[config.mk]
export PLATFORM = sky130hd
export DESIGN_NAME = uart_rx_core
export DESIGN_NICKNAME = d
export VERILOG_FILES = /design/src/rtl/uart_rx_core.sv
export SDC_FILE = /design/constraint.sdc
export NUM_CORES = 1
export LEC_CHECK = 0
export ABC_AREA = 1
export BUFFER_PORTS_ARGS = -buffer_cell sky130_fd_sc_hd__buf_2
export CAP_MARGIN = 20
export CELL_PAD_IN_SITES_DETAIL_PLACEMENT = 1
export CELL_PAD_IN_SITES_GLOBAL_PLACEMENT = 1
export CORE_AREA = 3 3 63 65
export DETAILED_ROUTE_END_ITERATION = 6
export DIE_AREA = 0 0 66 68
export PLACE_DENSITY = 0.71
export SKIP_CTS_REPAIR_TIMING = 1
export SYNTH_ARGS = -nofsm -noshare
export SYNTH_HDL_FRONTEND = slang
export SYNTH_SLANG_ARGS = --single-unit
[constraint.sdc]
create_clock -name clk -period 1.8 [get_ports clk]
set_clock_uncertainty 0.15 [all_clocks]
set_input_delay 0 -clock clk [delete_from_list [all_inputs] [get_ports clk]]
set_output_delay 0 -clock clk [all_outputs]
set_load 0.02 [all_outputs]
[src/rtl/uart_rx_core.sv]
// rtl/uart_rx_core.sv - UART receiver: 2-flop synchronizer, 16x oversampled 8N1/8E1 frame recovery
// Optional even-parity stage is compiled in when UART_RX_PARITY_EN is defined.
module uart_rx_core #(
  parameter int DATA_BITS  = 8,
  parameter int OVERSAMPLE = 16
) (
  input  logic                 clk,
  input  logic                 rst,
  input  logic                 baud_tick,
  input  logic                 rx_in,
  output logic [DATA_BITS-1:0] rx_data,
  output logic                 rx_valid,
  output logic                 parity_err,
  output logic                 frame_err,
  output logic                 rx_busy
);

  localparam int TW = $clog2(OVERSAMPLE);
  localparam int BW = $clog2(DATA_BITS + 1);
  localparam logic [TW-1:0] TC_END  = TW'(OVERSAMPLE - 1);
  localparam logic [TW-1:0] TC_HALF = TW'(OVERSAMPLE / 2 - 1);
  localparam logic [BW-1:0] BC_LAST = BW'(DATA_BITS - 1);

`ifdef UART_RX_PARITY_EN
  typedef enum logic [2:0] {IDLE, START, DATA, PARITY, STOP, BRK} state_t;
`else
  typedef enum logic [2:0] {IDLE, START, DATA, STOP, BRK} state_t;
`endif

  state_t                 r_state;
  state_t                 w_state_nxt;
  logic                   r_sync0;
  logic                   r_sync1;
  logic                   w_rx_s;
  logic [TW-1:0]          r_tick_cnt;
  logic [BW-1:0]          r_bit_cnt;
  logic [DATA_BITS-1:0]   r_shift;
  logic [DATA_BITS-1:0]   r_data;
  logic                   r_valid;
  logic                   r_ferr;
  logic                   w_tick_clr;
  logic                   w_tick_inc;
  logic                   w_bit_clr;
  logic                   w_shift;
  logic                   w_done;
`ifdef UART_RX_PARITY_EN
  logic                   r_perr;
  logic                   w_par_load;
`endif

  assign w_rx_s = r_sync1;

  // Two-flop synchronizer; resets to the idle (high) line level
  always_ff @(posedge clk) begin
    if (rst) begin
      r_sync0 <= 1'b1;
      r_sync1 <= 1'b1;
    end else begin
      r_sync0 <= rx_in;
      r_sync1 <= r_sync0;
    end
  end

  // FSM state register
  always_ff @(posedge clk) begin
    if (rst) r_state <= IDLE;
    else     r_state <= w_state_nxt;
  end

  // Next-state and datapath control; nothing moves without a baud tick
  always_comb begin
    w_state_nxt = r_state;
    w_tick_clr  = 1'b0;
    w_tick_inc  = 1'b0;
    w_bit_clr   = 1'b0;
    w_shift     = 1'b0;
    w_done      = 1'b0;
`ifdef UART_RX_PARITY_EN
    w_par_load  = 1'b0;
`endif
    if (baud_tick) begin
      case (r_state)
        IDLE: begin
          if (!w_rx_s) begin
            w_state_nxt = START;
            w_tick_clr  = 1'b1;
          end
        end
        START: begin
          if (r_tick_cnt == TC_HALF) begin
            if (!w_rx_s) begin
              w_state_nxt = DATA;
              w_tick_clr  = 1'b1;
              w_bit_clr   = 1'b1;
            end else begin
              w_state_nxt = IDLE;
            end
          end else begin
            w_tick_inc = 1'b1;
          end
        end
        DATA: begin
          if (r_tick_cnt == TC_END) begin
            w_shift    = 1'b1;
            w_tick_clr = 1'b1;
            if (r_bit_cnt == BC_LAST) begin
`ifdef UART_RX_PARITY_EN
              w_state_nxt = PARITY;
`else
              w_state_nxt = STOP;
`endif
            end
          end else begin
            w_tick_inc = 1'b1;
          end
        end
`ifdef UART_RX_PARITY_EN
        PARITY: begin
          if (r_tick_cnt == TC_END) begin
            w_par_load  = 1'b1;
            w_tick_clr  = 1'b1;
            w_state_nxt = STOP;
          end else begin
            w_tick_inc = 1'b1;
          end
        end
`endif
        STOP: begin
          if (r_tick_cnt == TC_END) begin
            w_done      = 1'b1;
            w_tick_clr  = 1'b1;
            w_state_nxt = w_rx_s ? IDLE : BRK;
          end else begin
            w_tick_inc = 1'b1;
          end
        end
        BRK: begin
          // Wait out a held-low line so it cannot look like a new start bit
          if (w_rx_s) w_state_nxt = IDLE;
        end
        default: w_state_nxt = IDLE;
      endcase
    end
  end

  // Tick/bit counters and LSB-first shift register
  always_ff @(posedge clk) begin
    if (rst) begin
      r_tick_cnt <= '0;
      r_bit_cnt  <= '0;
      r_shift    <= '0;
    end else begin
      if (w_tick_clr)      r_tick_cnt <= '0;
      else if (w_tick_inc) r_tick_cnt <= r_tick_cnt + TW'(1);
      if (w_bit_clr)       r_bit_cnt  <= '0;
      else if (w_shift)    r_bit_cnt  <= r_bit_cnt + BW'(1);
      if (w_shift)         r_shift    <= {w_rx_s, r_shift[DATA_BITS-1:1]};
    end
  end

  // Output byte, one-clk valid strobe and sticky-until-next-frame error flags
  always_ff @(posedge clk) begin
    if (rst) begin
      r_data  <= '0;
      r_valid <= 1'b0;
      r_ferr  <= 1'b0;
    end else begin
      r_valid <= w_done;
      if (w_done) begin
        r_data <= r_shift;
        r_ferr <= ~w_rx_s;
      end
    end
  end

`ifdef UART_RX_PARITY_EN
  // Even parity over data plus received parity bit
  always_ff @(posedge clk) begin
    if (rst) begin
      r_perr     <= 1'b0;
      parity_err <= 1'b0;
    end else begin
      if (w_par_load) r_perr     <= w_rx_s ^ (^r_shift);
      if (w_done)     parity_err <= r_perr;
    end
  end
`else
  assign parity_err = 1'b0;
`endif

  assign rx_data  = r_data;
  assign rx_valid = r_valid;
  assign frame_err = r_ferr;
  assign rx_busy  = (r_state != IDLE);

endmodule

==> Yosys cells after proc, flatten, opt, wreduce, memory -nomap -nowiden <==
Index checks and enable logic that the tools add are counted.
{ "totals": {"input_bits": 4, "ff_bits": 31, "output_inout_bits": 12, "elab_cells": 55} }
{ "op_classes": {"eq_ne": 13, "n_bitwise": 1, "muxes": 24, "reduce_logical": 6, "addsub": 2} }
{ "op_table": {"columns": ["cell", "n"], "rows": [
  ["3-bit 2-to-1 mux", 7],
  ["3-bit one-hot mux with 5 select lines", 1],
  ["1-bit 2-to-1 mux", 13],
  ["2-bit inequality test (second input constant)", 6],
  ["4-bit by 1-bit adder with 4-bit output (second input constant)", 2],
  ["4-bit by 3-bit equality test with 1-bit output (second input constant)", 2],
  ["7-bit AND reduction", 1],
  ["3-bit by 2-bit equality test with 1-bit output (second input constant)", 2],
  ["2-bit OR reduction", 3],
  ["4-bit equality test (second input constant)", 1],
  ["3-bit by 1-bit equality test with 1-bit output (second input constant)", 1],
  ["3-bit equality test (second input constant)", 1],
  ["3-bit zero test", 1],
  ["1-bit one-hot mux with 3 select lines", 1],
  ["3-bit nonzero test", 1],
  ["2-bit 2-to-1 mux", 1],
  ["1-bit one-hot mux with 2 select lines", 1],
  ["1-bit inverter", 1]
]} }

==> Longest topological paths before layout <==
{ "depth": {"ltp_word": 5, "ltp_mapped": 10, "mapped_depth_nobuf": 9} }

==> Least setup slack after synthesis <==
Ideal clock, no wire load.
{ "synth_timing": {"path_type": "register to register", "startpoint": "reg r_tick_cnt[0]", "endpoint": "reg r_bit_cnt[2]", "arrival_time_ps": 1249, "setup_ps": 132, "path_buffers": 0, "synth_period_minus_slack_ps": 1531, "path_stages_with_launch": 7, "slack_ps": 269, "required_time_ps": 1518, "path_cell_list": "dfxtp_1 ha_1 nand2_1 nor2_1 nand4_1 o21ai_0 nor3b_1"} }
{ "synth_via": {"elab_chain_cells": 5, "elab_cells_between_ends": 9, "classes_between": "2 x eq/ne; 6 x mux; 1 x reduce/logical"} }
{ "synth_lines": {"columns": ["element", "line", "text"], "rows": [
  ["start: declaration", "35", "logic [TW-1:0] r_tick_cnt;"],
  ["start signal: assignment", "154", "else if (w_tick_inc) r_tick_cnt <= r_tick_cnt + TW'(1);"],
  ["4-bit by 3-bit equality test with 1-bit output", "90", "if (r_tick_cnt == TC_HALF) begin"],
  ["1-bit 2-to-1 mux", "90", null],
  ["1-bit 2-to-1 mux", "82", "case (r_state)"],
  ["1-bit 2-to-1 mux", "81", "if (baud_tick) begin"],
  ["2-bit OR reduction (no source line)", null, null],
  ["end signal: assignment", "156", "else if (w_shift) r_bit_cnt <= r_bit_cnt + BW'(1);"],
  ["end: declaration", "36", "logic [BW-1:0] r_bit_cnt;"]
]} }
Parallel ways exist; a longest one is shown, timed or not.
A chain may end at the register's enable or synchronous reset.

==> Worst setup path in the final report <==
{ "layout_timing": {"startpoint": "reg r_tick_cnt[0]", "endpoint": "reg r_state[1]"} }
{ "layout_via": {"elab_chain_cells": 3, "elab_cells_between_ends": 6, "classes_between": "5 x eq/ne; 1 x reduce/logical"} }
{ "layout_lines": {"columns": ["element", "line", "text"], "rows": [
  ["4-bit equality test / 4-bit by 3-bit equality test with 1-bit output (equally long branches)", "103, 129, 90", null],
  ["2-bit inequality test (no source line)", null, null],
  ["7-bit AND reduction (no source line) (*)", null, null],
  ["end signal: assignment", "67", "else r_state <= w_state_nxt;"],
  ["end: declaration", "30", "state_t r_state;"]
]} }
Mark *: on every way between the ends. The rest lies on a longest branch, timed or not.

==> run_results.csv <==
group,metric,value,unit
sta,fin_crit,1620,ps
route,drt-initial-drc-count,67,
final_layout,drive_gt1_share,16.7,%
floorplanning,io_pins,16,
pwr,p_sw,651,µW
floorplanning,dieArea,0.00449,mm²
pwr,design_power_total,1880,µW
sta,whs,269,ps
logic_synthesis,syn_area,0.00139,mm²
pwr,clockPowerShare,30.2,%
place,place_inst,249,
min_path,worst_hold_path.endpoint,"r_sync1",
final_layout,fin_cells,261,
clock_tree,clock-sinks,31,
logic_synthesis,syn-instance-count,194,
worst_setup_path,r2r_cells,8,
final_layout,nFillCells,440,
grt,grt_pass1_vias,1227,
pwr,p_leak,0.000743,µW
clock_tree,cts_buffers,5,
logic_synthesis,yosysUniqueCellTypes,26,
route,via_per_inst,4.85,
grt,grt_pass1_wl,5310,µm
worst_setup_path,start_kind,"flip-flop",
sta,finalSetupTns,0,ps
pwr,powerDensity,1150,mW/mm²
outcome,status,"complete, no violations",
min_path,hp-start,"r_sync0",
logic_synthesis,ys_warn_count,0,
route,routed_wl,3070,µm
grt,grt_max_degree,20,
pwr,power_frac_seq,42.4,%
grt,grtUsageTotal,15.5,%
clock_tree,cts_tree,"yes",
place,place_area,0.00149,mm²
clock_tree,cts_root_buf,"clkbuf_4",
floorplanning,die_w,66,µm
place,dp_hpwl,2340,µm
final_layout,n_antenna_cell,0,
route,wl_per_cell,11.8,µm
logic_synthesis,syn_avg_cell_area,7.18,µm²
worst_setup_path,worstPathMaxFanout,5,
logic_synthesis,ys_seq_area_share,44.6,%
clock_tree,max-clock-path-buffers,2,
sta,min_period_over_period,90.2,%
clock_tree,clk_pin_slew_worst_paths,90,ps
route,ant_nets,0,
pwr,peakVddDrop,0.000383,V
sta,fmax,616,MHz
floorplanning,num_rows,21,
route,via_count,1266,
min_path,hold_depth,1,
grt,antenna_found_initial,0,
place,io_buffers,14,
flow_run,max_cap_viol_count,0,
final_layout,design_area,0.00164,mm²
worst_setup_path,cp-end-kind,"flip-flop",
final_layout,final_nets,220,
min_path,holdCritPathClass,"reg -> reg",
logic_synthesis,synth-seq-cells,31,
clock_tree,worstSkewPairLatency,330,ps
place,place.gp.congestion,0.749,
route,first_pass_iters,4,
sta,rsz0062_at_grt,"false",
worst_setup_path,slowest_stage,"dfxtp_1",
worst_setup_path,worstPathArrival,1700,ps
final_layout,area_growth_syn_to_layout,17.4,%
floorplanning,initial_utilization,41.1,%
pwr,comb_power_share,27.4,%
worst_setup_path,critPathKind,"reg -> reg",
worst_setup_path,r2r_slack,180,ps
sta,hold_viol,0,
clock_tree,ctsHtreeMaxLevel,2,
worst_setup_path,r2r-start,"r_tick_cnt[0]",
pwr,p_int,1230,µW
logic_synthesis,synthesis.nets,200,
worst_setup_path,crit_required,1880,ps
grt,overflow,0,
floorplanning,die_y,68,µm
sta,drv_slew,0,
sta,finalSetupViolCount,0,
worst_setup_path,r2r-end,"r_state[1]",
worst_setup_path,path_cells,"ha_2 -> nand2_1 -> nor2_2 -> nor2_1 -> nor2_4 -> nand2_1 -> o21ai_0 -> nor2_1",
route,drc,0,
floorplanning,core-area,0.00339,mm²
pwr,switching_share,34.7,%
worst_setup_path,critical_path.max_stage_delay,390,ps
==> per-stage QoR <==
stage | util [%] | setup WS [ps]
floorplan | - | 269
global placement | 44.1 | 116
detailed placement | 44.1 | 29.2
CTS | 46.6 | 2.71
global route | 48.2 | 19.3
finish | 48.2 | 177
==> cell usage after synthesis <==
cell type | number | area share [%]
o21ai_0 | 21 | 7.5
a21oi_1 | 6 | 2.2
buf_4 | 1 | 0.54
xor2_1 | 3 | 1.9
inv_1 | 18 | 4.9
nor3b_1 | 1 | 0.54
nor2_4 | 2 | 1.6
nand4_1 | 3 | 1.3
nand3_4 | 1 | 1.3
or2_2 | 2 | 0.90
nand2_1 | 33 | 8.9
conb_1 | 1 | 0.27
nand2_2 | 1 | 0.45
nand3b_1 | 1 | 0.54
dfxtp_1 | 31 | 45
buf_6 | 1 | 0.81
nand3_1 | 14 | 5.0
nor2_2 | 1 | 0.45
buf_2 | 3 | 1.1
nor3_1 | 1 | 0.36
clkbuf_1 | 2 | 0.54
o21ai_1 | 1 | 0.36
xnor2_1 | 1 | 0.63
inv_2 | 1 | 0.27
nor2_1 | 42 | 11
ha_1 | 2 | 1.8
==> critical path, delay by kind of cell, from the launching register on <==
kind | cells | cell delay (ps)
flops | 1 | 390
compound gates | 1 | 150
fa+ha+maj | 1 | 250
simple gates | 6 | 580
==> registers in the layout, indices dropped and copies added, names as in the netlist <==
name / count
r_shift: 8
rx_data: 8
r_bit_cnt: 4
r_tick_cnt: 4
r_state: 3
frame_err: 1
r_sync0: 1
r_sync1: 1
rx_valid: 1
==> layout make-up <==
| type | instances | area (µm²) | area share (%) |
|---|---|---|---|
| Sequential cell | 31 | 621 | 37.9 |
| Multi-Input combinational cell | 137 | 672 | 41.1 |
| Clock buffer | 6 | 51.3 | 3.14 |
| Inverter | 19 | 73.8 | 4.51 |
| Tap cell | 46 | 57.6 | 3.52 |
| Clock inverter | 2 | 35.0 | 2.14 |
| Timing Repair Buffer | 20 | 125 | 7.65 |
==> power groups by stage <==
stage / Clock [µW] / Sequential, µW / Combinational (µW)
detailed placement: 0 / 810 / 508
global route: 612 / 803 / 600
CTS: 593 / 793 / 512
floorplan: 0 / 774 / 411
global placement: 0 / 805 / 492
finish: 567 / 796 / 514
==> cell families after synthesis <==
group | Yosys count | share of synthesized area, %
other | 1 | 0.269
and+or+nand+nor | 102 | 32.7
adders and majority gates | 2 | 1.80
AOI/OAI and AO/OA | 28 | 10.1
xor gates and xnor gates | 4 | 2.52
DFF | 31 | 44.6
buffers and inverters | 26 | 8.09
==> placed cells by master (no fill, tap or decap), types with 2 or more instances in the layout <==
cell type / Yosys / layout
buf_2: 3 / 14
buf_4: 1 / 2
nand4_1: 3 / 3
inv_1: 18 / 17
dlygate4sd3_1: 0 / 4
nor2_4: 2 / 2
or2_2: 2 / 2
nand2_1: 33 / 32
a21oi_1: 6 / 6
clkbuf_4: 0 / 5
dfxtp_1: 31 / 31
nor2_1: 42 / 41
nand3_1: 14 / 14
nor2_2: 1 / 2
xor2_1: 3 / 3
o21ai_0: 21 / 21
==> how the worst max path moves through the flow <==
stage / endpoint / depth (start not counted) / startpoint
after floorplan: r_bit_cnt[2] / 6 / r_tick_cnt[0]
after global placement: rx_data[7] / 7 / r_tick_cnt[0]
after detailed placement: rx_data[3] / 7 / r_tick_cnt[0]
after CTS: rx_data[3] / 7 / r_tick_cnt[0]
after global routing: r_state[1] / 8 / r_tick_cnt[0]
final: r_state[1] / 8 / r_tick_cnt[0]
==> routing by layer <==
metal / track usage (%) / up-vias / part of all wire (%)
li1: - / 654 / -
met2: 25.0 / 20 / 46
met3: 3.94 / 4 / 3.5
met4: 6.85 / 0 / 1.4
met1: 19.7 / 588 / 49
met5: 0 / - / 0
Power figures use the tool's default switching activity.
